<file path="src/rtl/hazard_pkg.sv">
// Shared types and constants for the MIPS pipeline hazard/sequencing controller.
package hazard_pkg;

  typedef enum logic {
    RUN     = 1'b0,
    MD_WAIT = 1'b1
  } hz_state_t;

  localparam int DEF_MUL_CYCLES = 4;
  localparam int DEF_DIV_CYCLES = 32;
  localparam int DEF_CNT_W      = 6;

  // Control-field values loaded into ID/EX when a bubble is inserted
  localparam logic [1:0] BUBBLE_WB = 2'b00;
  localparam logic [1:0] BUBBLE_M  = 2'b00;
  localparam logic [3:0] BUBBLE_EX = 4'b0000;

endpackage

</file>
<file path="src/rtl/hazard_ctrl_if.sv">
// Pipeline-side signal bundle between the datapath and the hazard controller.
interface hazard_ctrl_if;
  logic [4:0] Id_rs;
  logic [4:0] Id_rt;
  logic       Id_uses_rt;
  logic       Id_md_valid;
  logic       Id_md_div;
  logic       Ex_MemRead;
  logic [4:0] Ex_rt;
  logic       Ex_branch_taken;
  logic       Pc_write;
  logic       If_Id_write;
  logic       If_Id_flush;
  logic       Id_Ex_bubble;
  logic       Md_start;
  logic       Md_busy;

  modport master (
    output Id_rs, Id_rt, Id_uses_rt, Id_md_valid, Id_md_div,
           Ex_MemRead, Ex_rt, Ex_branch_taken,
    input  Pc_write, If_Id_write, If_Id_flush, Id_Ex_bubble, Md_start, Md_busy
  );

  modport slave (
    input  Id_rs, Id_rt, Id_uses_rt, Id_md_valid, Id_md_div,
           Ex_MemRead, Ex_rt, Ex_branch_taken,
    output Pc_write, If_Id_write, If_Id_flush, Id_Ex_bubble, Md_start, Md_busy
  );
endinterface

</file>
<file path="src/rtl/hazard_ctrl_md_counter.sv">
// Down-counter for the mul/div stall sequence: load, decrement, zero flag.
module md_cycle_counter #(
  parameter int CNT_W = 6
) (
  input  logic             clk,
  input  logic             rst,
  input  logic             i_load,
  input  logic [CNT_W-1:0] i_load_val,
  input  logic             i_dec,
  output logic             o_zero
);

  logic [CNT_W-1:0] r_cnt;

  always_ff @(posedge clk or posedge rst) begin
    if (rst)         r_cnt <= '0;
    else if (i_load) r_cnt <= i_load_val;
    else if (i_dec)  r_cnt <= r_cnt - 1'b1;
  end

  assign o_zero = (r_cnt == '0);

endmodule

</file>
<file path="src/rtl/hazard_ctrl.sv">
// Hazard controller: load-use stalls, taken-branch flushes and mul/div EX stalls.
module hazard_ctrl
  import hazard_pkg::*;
#(
  parameter int MUL_CYCLES = DEF_MUL_CYCLES,
  parameter int DIV_CYCLES = DEF_DIV_CYCLES,
  parameter int CNT_W      = DEF_CNT_W
) (
  input  logic         clk,
  input  logic         rst,
  hazard_ctrl_if.slave bus
);

  if (MUL_CYCLES < 1 || DIV_CYCLES < 1 ||
      MUL_CYCLES > (2**CNT_W) - 1 || DIV_CYCLES > (2**CNT_W) - 1) begin : g_bad_param
    $error("hazard_ctrl: MUL_CYCLES/DIV_CYCLES must be in 1..2^CNT_W-1");
  end

  localparam logic [CNT_W-1:0] MUL_LD = CNT_W'(MUL_CYCLES - 1);
  localparam logic [CNT_W-1:0] DIV_LD = CNT_W'(DIV_CYCLES - 1);

  hz_state_t r_state, w_state_nxt;
  logic      r_md_start;
  logic      w_lu;
  logic      w_load, w_dec, w_zero, w_start_nxt;
  logic      w_pc_write, w_ifid_write, w_ifid_flush, w_idex_bubble;

  assign w_lu = bus.Ex_MemRead && (bus.Ex_rt != 5'd0) &&
                ((bus.Ex_rt == bus.Id_rs) || (bus.Id_uses_rt && (bus.Ex_rt == bus.Id_rt)));

  md_cycle_counter #(.CNT_W(CNT_W)) u_cnt (
    .clk       (clk),
    .rst       (rst),
    .i_load    (w_load),
    .i_load_val(bus.Id_md_div ? DIV_LD : MUL_LD),
    .i_dec     (w_dec),
    .o_zero    (w_zero)
  );

  always_ff @(posedge clk or posedge rst) begin
    if (rst) begin
      r_state    <= RUN;
      r_md_start <= 1'b0;
    end else begin
      r_state    <= w_state_nxt;
      r_md_start <= w_start_nxt;
    end
  end

  always_comb begin
    w_state_nxt   = r_state;
    w_pc_write    = 1'b1;
    w_ifid_write  = 1'b1;
    w_ifid_flush  = 1'b0;
    w_idex_bubble = 1'b0;
    w_load        = 1'b0;
    w_dec         = 1'b0;
    w_start_nxt   = 1'b0;
    case (r_state)
      RUN: begin
        if (bus.Ex_branch_taken) begin
          w_ifid_flush  = 1'b1;
          w_idex_bubble = 1'b1;
        end else if (w_lu) begin
          w_pc_write    = 1'b0;
          w_ifid_write  = 1'b0;
          w_idex_bubble = 1'b1;
        end else if (bus.Id_md_valid) begin
          // op moves into EX this edge; Md_start then coincides with its first EX cycle
          w_load      = 1'b1;
          w_start_nxt = 1'b1;
          w_state_nxt = MD_WAIT;
        end
      end
      MD_WAIT: begin
        w_pc_write    = 1'b0;
        w_ifid_write  = 1'b0;
        w_idex_bubble = 1'b1;
        if (w_zero) w_state_nxt = RUN;
        else        w_dec       = 1'b1;
      end
      default: w_state_nxt = RUN;
    endcase
  end

  assign bus.Pc_write     = w_pc_write;
  assign bus.If_Id_write  = w_ifid_write;
  assign bus.If_Id_flush  = w_ifid_flush;
  assign bus.Id_Ex_bubble = w_idex_bubble;
  assign bus.Md_start     = r_md_start;
  assign bus.Md_busy      = (r_state == MD_WAIT);

endmodule

</file>
<file path="src/flat_wrapper.sv">
// flat-port wrapper written by rule: the top's interface ports become plain ports
module hazard_ctrl_flat import hazard_pkg::*;
#(
  parameter int MUL_CYCLES = DEF_MUL_CYCLES,
  parameter int DIV_CYCLES = DEF_DIV_CYCLES,
  parameter int CNT_W      = DEF_CNT_W
)
  (clk, rst, bus_Id_rs, bus_Id_rt, bus_Id_uses_rt, bus_Id_md_valid, bus_Id_md_div, bus_Ex_MemRead, bus_Ex_rt, bus_Ex_branch_taken, bus_Pc_write, bus_If_Id_write, bus_If_Id_flush, bus_Id_Ex_bubble, bus_Md_start, bus_Md_busy);
  hazard_ctrl_if bus_i ();
  input  logic clk;
  input  logic rst;
  input wire logic [$bits(bus_i.Id_rs)-1:0] bus_Id_rs;
  input wire logic [$bits(bus_i.Id_rt)-1:0] bus_Id_rt;
  input wire logic [$bits(bus_i.Id_uses_rt)-1:0] bus_Id_uses_rt;
  input wire logic [$bits(bus_i.Id_md_valid)-1:0] bus_Id_md_valid;
  input wire logic [$bits(bus_i.Id_md_div)-1:0] bus_Id_md_div;
  input wire logic [$bits(bus_i.Ex_MemRead)-1:0] bus_Ex_MemRead;
  input wire logic [$bits(bus_i.Ex_rt)-1:0] bus_Ex_rt;
  input wire logic [$bits(bus_i.Ex_branch_taken)-1:0] bus_Ex_branch_taken;
  output wire logic [$bits(bus_i.Pc_write)-1:0] bus_Pc_write;
  output wire logic [$bits(bus_i.If_Id_write)-1:0] bus_If_Id_write;
  output wire logic [$bits(bus_i.If_Id_flush)-1:0] bus_If_Id_flush;
  output wire logic [$bits(bus_i.Id_Ex_bubble)-1:0] bus_Id_Ex_bubble;
  output wire logic [$bits(bus_i.Md_start)-1:0] bus_Md_start;
  output wire logic [$bits(bus_i.Md_busy)-1:0] bus_Md_busy;
  assign bus_i.Id_rs = bus_Id_rs;
  assign bus_i.Id_rt = bus_Id_rt;
  assign bus_i.Id_uses_rt = bus_Id_uses_rt;
  assign bus_i.Id_md_valid = bus_Id_md_valid;
  assign bus_i.Id_md_div = bus_Id_md_div;
  assign bus_i.Ex_MemRead = bus_Ex_MemRead;
  assign bus_i.Ex_rt = bus_Ex_rt;
  assign bus_i.Ex_branch_taken = bus_Ex_branch_taken;
  assign bus_Pc_write = bus_i.Pc_write;
  assign bus_If_Id_write = bus_i.If_Id_write;
  assign bus_If_Id_flush = bus_i.If_Id_flush;
  assign bus_Id_Ex_bubble = bus_i.Id_Ex_bubble;
  assign bus_Md_start = bus_i.Md_start;
  assign bus_Md_busy = bus_i.Md_busy;
  hazard_ctrl #(.MUL_CYCLES(MUL_CYCLES), .DIV_CYCLES(DIV_CYCLES), .CNT_W(CNT_W)) u_core (.clk(clk), .rst(rst), .bus(bus_i));
endmodule
</file>
<file path="config.mk">
export PLATFORM = sky130hd
export DESIGN_NAME = hazard_ctrl_flat
export DESIGN_NICKNAME = d
export VERILOG_FILES = /design/src/rtl/hazard_pkg.sv /design/src/rtl/hazard_ctrl_if.sv /design/src/rtl/hazard_ctrl_md_counter.sv /design/src/rtl/hazard_ctrl.sv /design/src/flat_wrapper.sv
export SDC_FILE = /design/constraint.sdc
export NUM_CORES = 1
export LEC_CHECK = 0
export CORE_UTILIZATION = 43
export CTS_CLUSTER_DIAMETER = 60
export DETAILED_ROUTE_END_ITERATION = 8
export PLACE_DENSITY = 0.85
export SETUP_SLACK_MARGIN = 0.1
export SYNTH_ARGS = -nofsm -noshare
export SYNTH_HDL_FRONTEND = slang
export SYNTH_SLANG_ARGS = --single-unit
</file>
<file path="constraint.sdc">
create_clock -name clk -period 4.58 [get_ports clk]
set_input_delay 0.916 -clock clk [delete_from_list [all_inputs] [get_ports clk]]
set_output_delay 0.916 -clock clk [all_outputs]
set_load 0.005 [all_outputs]
</file>
==> run_results.csv <==
group,metric,value,unit
timing,hold_violations,0,
routing,routed_via_density,5.13,
min_path,hold_class,"reg2reg",
cts,cts_setup_buffers,0,
cells_and_area,nets,119,
cts,postCtsResizedCells,0,
timing,tightest_slew,389,ps
placement,io_buffers,27,
synth,yosys_warnings,0,
synth,synth_top_area_cell,"dfrtp_1",
pwr,powerDensity,442,mW/mm^2
timing,fin_skew,6.81,ps
global_routing,grt_pass1_wl,2070,um
worst_setup_path,slowest_stage,"or4_4",
die,die_y,40.4,um
die,die_area,0.00163,mm^2
synth,synth.distinct_cells,27,
routing,ant_nets,0,
cts,clkLatencyLatePin,260,ps
worst_setup_path,critPathBufInv,2,
timing,setup_viol,0,
cells_and_area,final_common_cell,"clkdlybuf4s50_1",
global_routing,grt_overflow,0,
cells_and_area,drive_gt1_share,14.0,%
synth,yosys-top-cells-area,"dfrtp_1, xor2_1, mux2_4, inv_1, xnor2_1",
die,core-area,0.00133,mm^2
synth,synth_top_area_share,31.6,%
cts,clock_path_buffers,2,
synth,syn_area,633,um^2
timing,drv_slew,0,
die,dieWidth,40.4,um
synth,syn-num-nets,88,
pwr,peakVddDrop,0.283,mV
placement,dp_hpwl,1100,um
worst_setup_path,path_cells,"clkdlybuf4s50_1, or4_4, o21ai_4, nor3_1, nor2_1, clkdlybuf4s50_1",
routing,vias,554,
placement,gp_congestion,0.764,
worst_setup_path,cp-start-kind,"input port",
routing,drt_iter0_drc,9,
timing,rsz0062_at_grt,"false",
worst_setup_path,max_stage_delay,570,ps
routing,wl,1300,um
synth,ys_seq_area_share,31.6,%
pwr,leakagePower,0.408,nW
worst_setup_path,crit_required,3660,ps
run,maxCapViolCount,0,
cts,holdBufCountCts,0,
status,outcome,"complete, no violations",
timing,finalHoldWorstSlack,565,ps
synth,syn_area_per_cell,9.89,um^2
die,start_util,47.5,%
cells_and_area,syn_to_final_growth,48.0,%
worst_setup_path,arrival,2850,ps
global_routing,grt_pass1_vias,495,
routing,wl_per_cell,12.0,um
cts,cts_made_buffers,3,
timing,min_period,3770,ps
die,num_rows,13,
worst_setup_path,r2r_slack,2570,ps
worst_setup_path,crit_type,"in2out",
cts,ctsRootBufferMaster,"clkbuf_4",
timing,max_freq,266,MHz
worst_setup_path,cpLargestDelayFamily,"buffers and inverters",
cts,clock-sinks,8,
die,io_pins,28,
synth,synth-seq-cells,8,
cts,path_clk_slew,60,ps
synth,synth_cells,64,
timing,tns,0,ps
global_routing,grt_max_degree,9,
timing,post-route-period-util,82.2,%
cells_and_area,post-route-util,70.3,%
routing,dr.pass1.iters,4,
cells_and_area,final_cell_mix,"clkdlybuf4s50_1, xor2_1, dfrtp_1, inv_1, nor3_1",
timing,max_slew_margin,73.7,%
global_routing,antenna_found_initial,0,
worst_setup_path,cp_max_fo,3,
cts,cts_tree,"yes",
global_routing,grtUsageTotal,19.6,%
worst_setup_path,crit_top_cell,"clkdlybuf4s50_1",
worst_setup_path,endpoint_kind,"output pin",
routing,drcViolationCount,0,
cts,cts_max_level,1,
cells_and_area,antenna_cells,0,
==> synthesized netlist by cell type (all sizes together) <==
cell and number:
nand2 4, a21oi 2, mux2i 1, mux2 3, or4 2, inv 7, dfrtp 8, nor2 4
nor4b 1, o211ai 2, ha 2, nand3 1, nor3 5, nor2b 1, and2 1, xnor2 3
xor2 9, o31ai 1, nor4 1, or3b 1, buf 1, a32oi 1, o21ai 3
==> through the flow <==
step	instances	cell area [um^2]	total power, mW	setup slack (ps)
after floorplan	64	633	0.281	1700
after global placement	105	915	0.352	838
after detailed placement	105	915	0.362	777
after CTS	108	937	0.418	788
after global routing	108	937	0.452	625
final	108	937	0.414	814
==> final cells by class <==
cell class / instances / area, um^2
flip-flops and latches: 8 / 200
multi-input cells: 48 / 399
fillers: 118 / 397
inverters: 7 / 26.3
clock buffers: 3 / 22.5
repair buffers: 27 / 270
well taps: 15 / 18.8
==> worst reg2reg max path, stage by stage, from the launching register on <==
cell and delay [ps]:
dfrtp_1 390, inv_1 120, ha_1 180, or3b_2 510, o31ai_4 280, nor3_1 110
xnor2_1 130, and2_2 180
==> power by group <==
group / internal (mW) / total (mW) / switching [mW]
combinational: 0.126 / 0.217 / 0.0912
sequential: 0.104 / 0.143 / 0.0394
clock: 0.0300 / 0.0540 / 0.0240
==> metal layers <==
metal | part of all wire [%] | vias up | global-route usage [%]
li1 | - | 280 | -
met4 | 0.31 | 0 | 2.50
met1 | 40 | 248 | 21.9
met3 | 5.6 | 2 | 6.67
met5 | 0 | - | 0
met2 | 54 | 24 | 36.1
==> state kept, by name (all words and copies together), names as in the netlist <==
signal and flops:
u_core.bus.Md_busy 1, u_core.bus.Md_start 1, u_core.u_cnt.r_cnt 6
==> cells by family (layout without fill, tap and decap cells) <==
family / after synthesis / in the layout / share of synthesized area (%)
mux: 4 / 4 / 8.10
fa+ha+maj: 2 / 2 / 3.95
flops: 8 / 8 / 31.6
buf+inv: 8 / 37 / 5.34
simple gates: 21 / 21 / 19.4
xor+xnor: 12 / 12 / 16.6
compound gates: 9 / 9 / 15.0
==> worst paths after layout <==
check / cells after the start / end / start
max in group asynchronous: 2 / u_core.u_cnt.r_cnt[3] / rst
max reg2reg: 7 / u_core.u_cnt.r_cnt[5] / u_core.u_cnt.r_cnt[0]
min in group asynchronous: 2 / u_core.u_cnt.r_cnt[1] / rst
max: 6 / bus_If_Id_write / bus_Ex_rt[1]
min reg2reg: 2 / u_core.u_cnt.r_cnt[1] / u_core.u_cnt.r_cnt[1]
min: 2 / u_core.u_cnt.r_cnt[1] / u_core.u_cnt.r_cnt[1]
(Power assumes the default switching activity.)
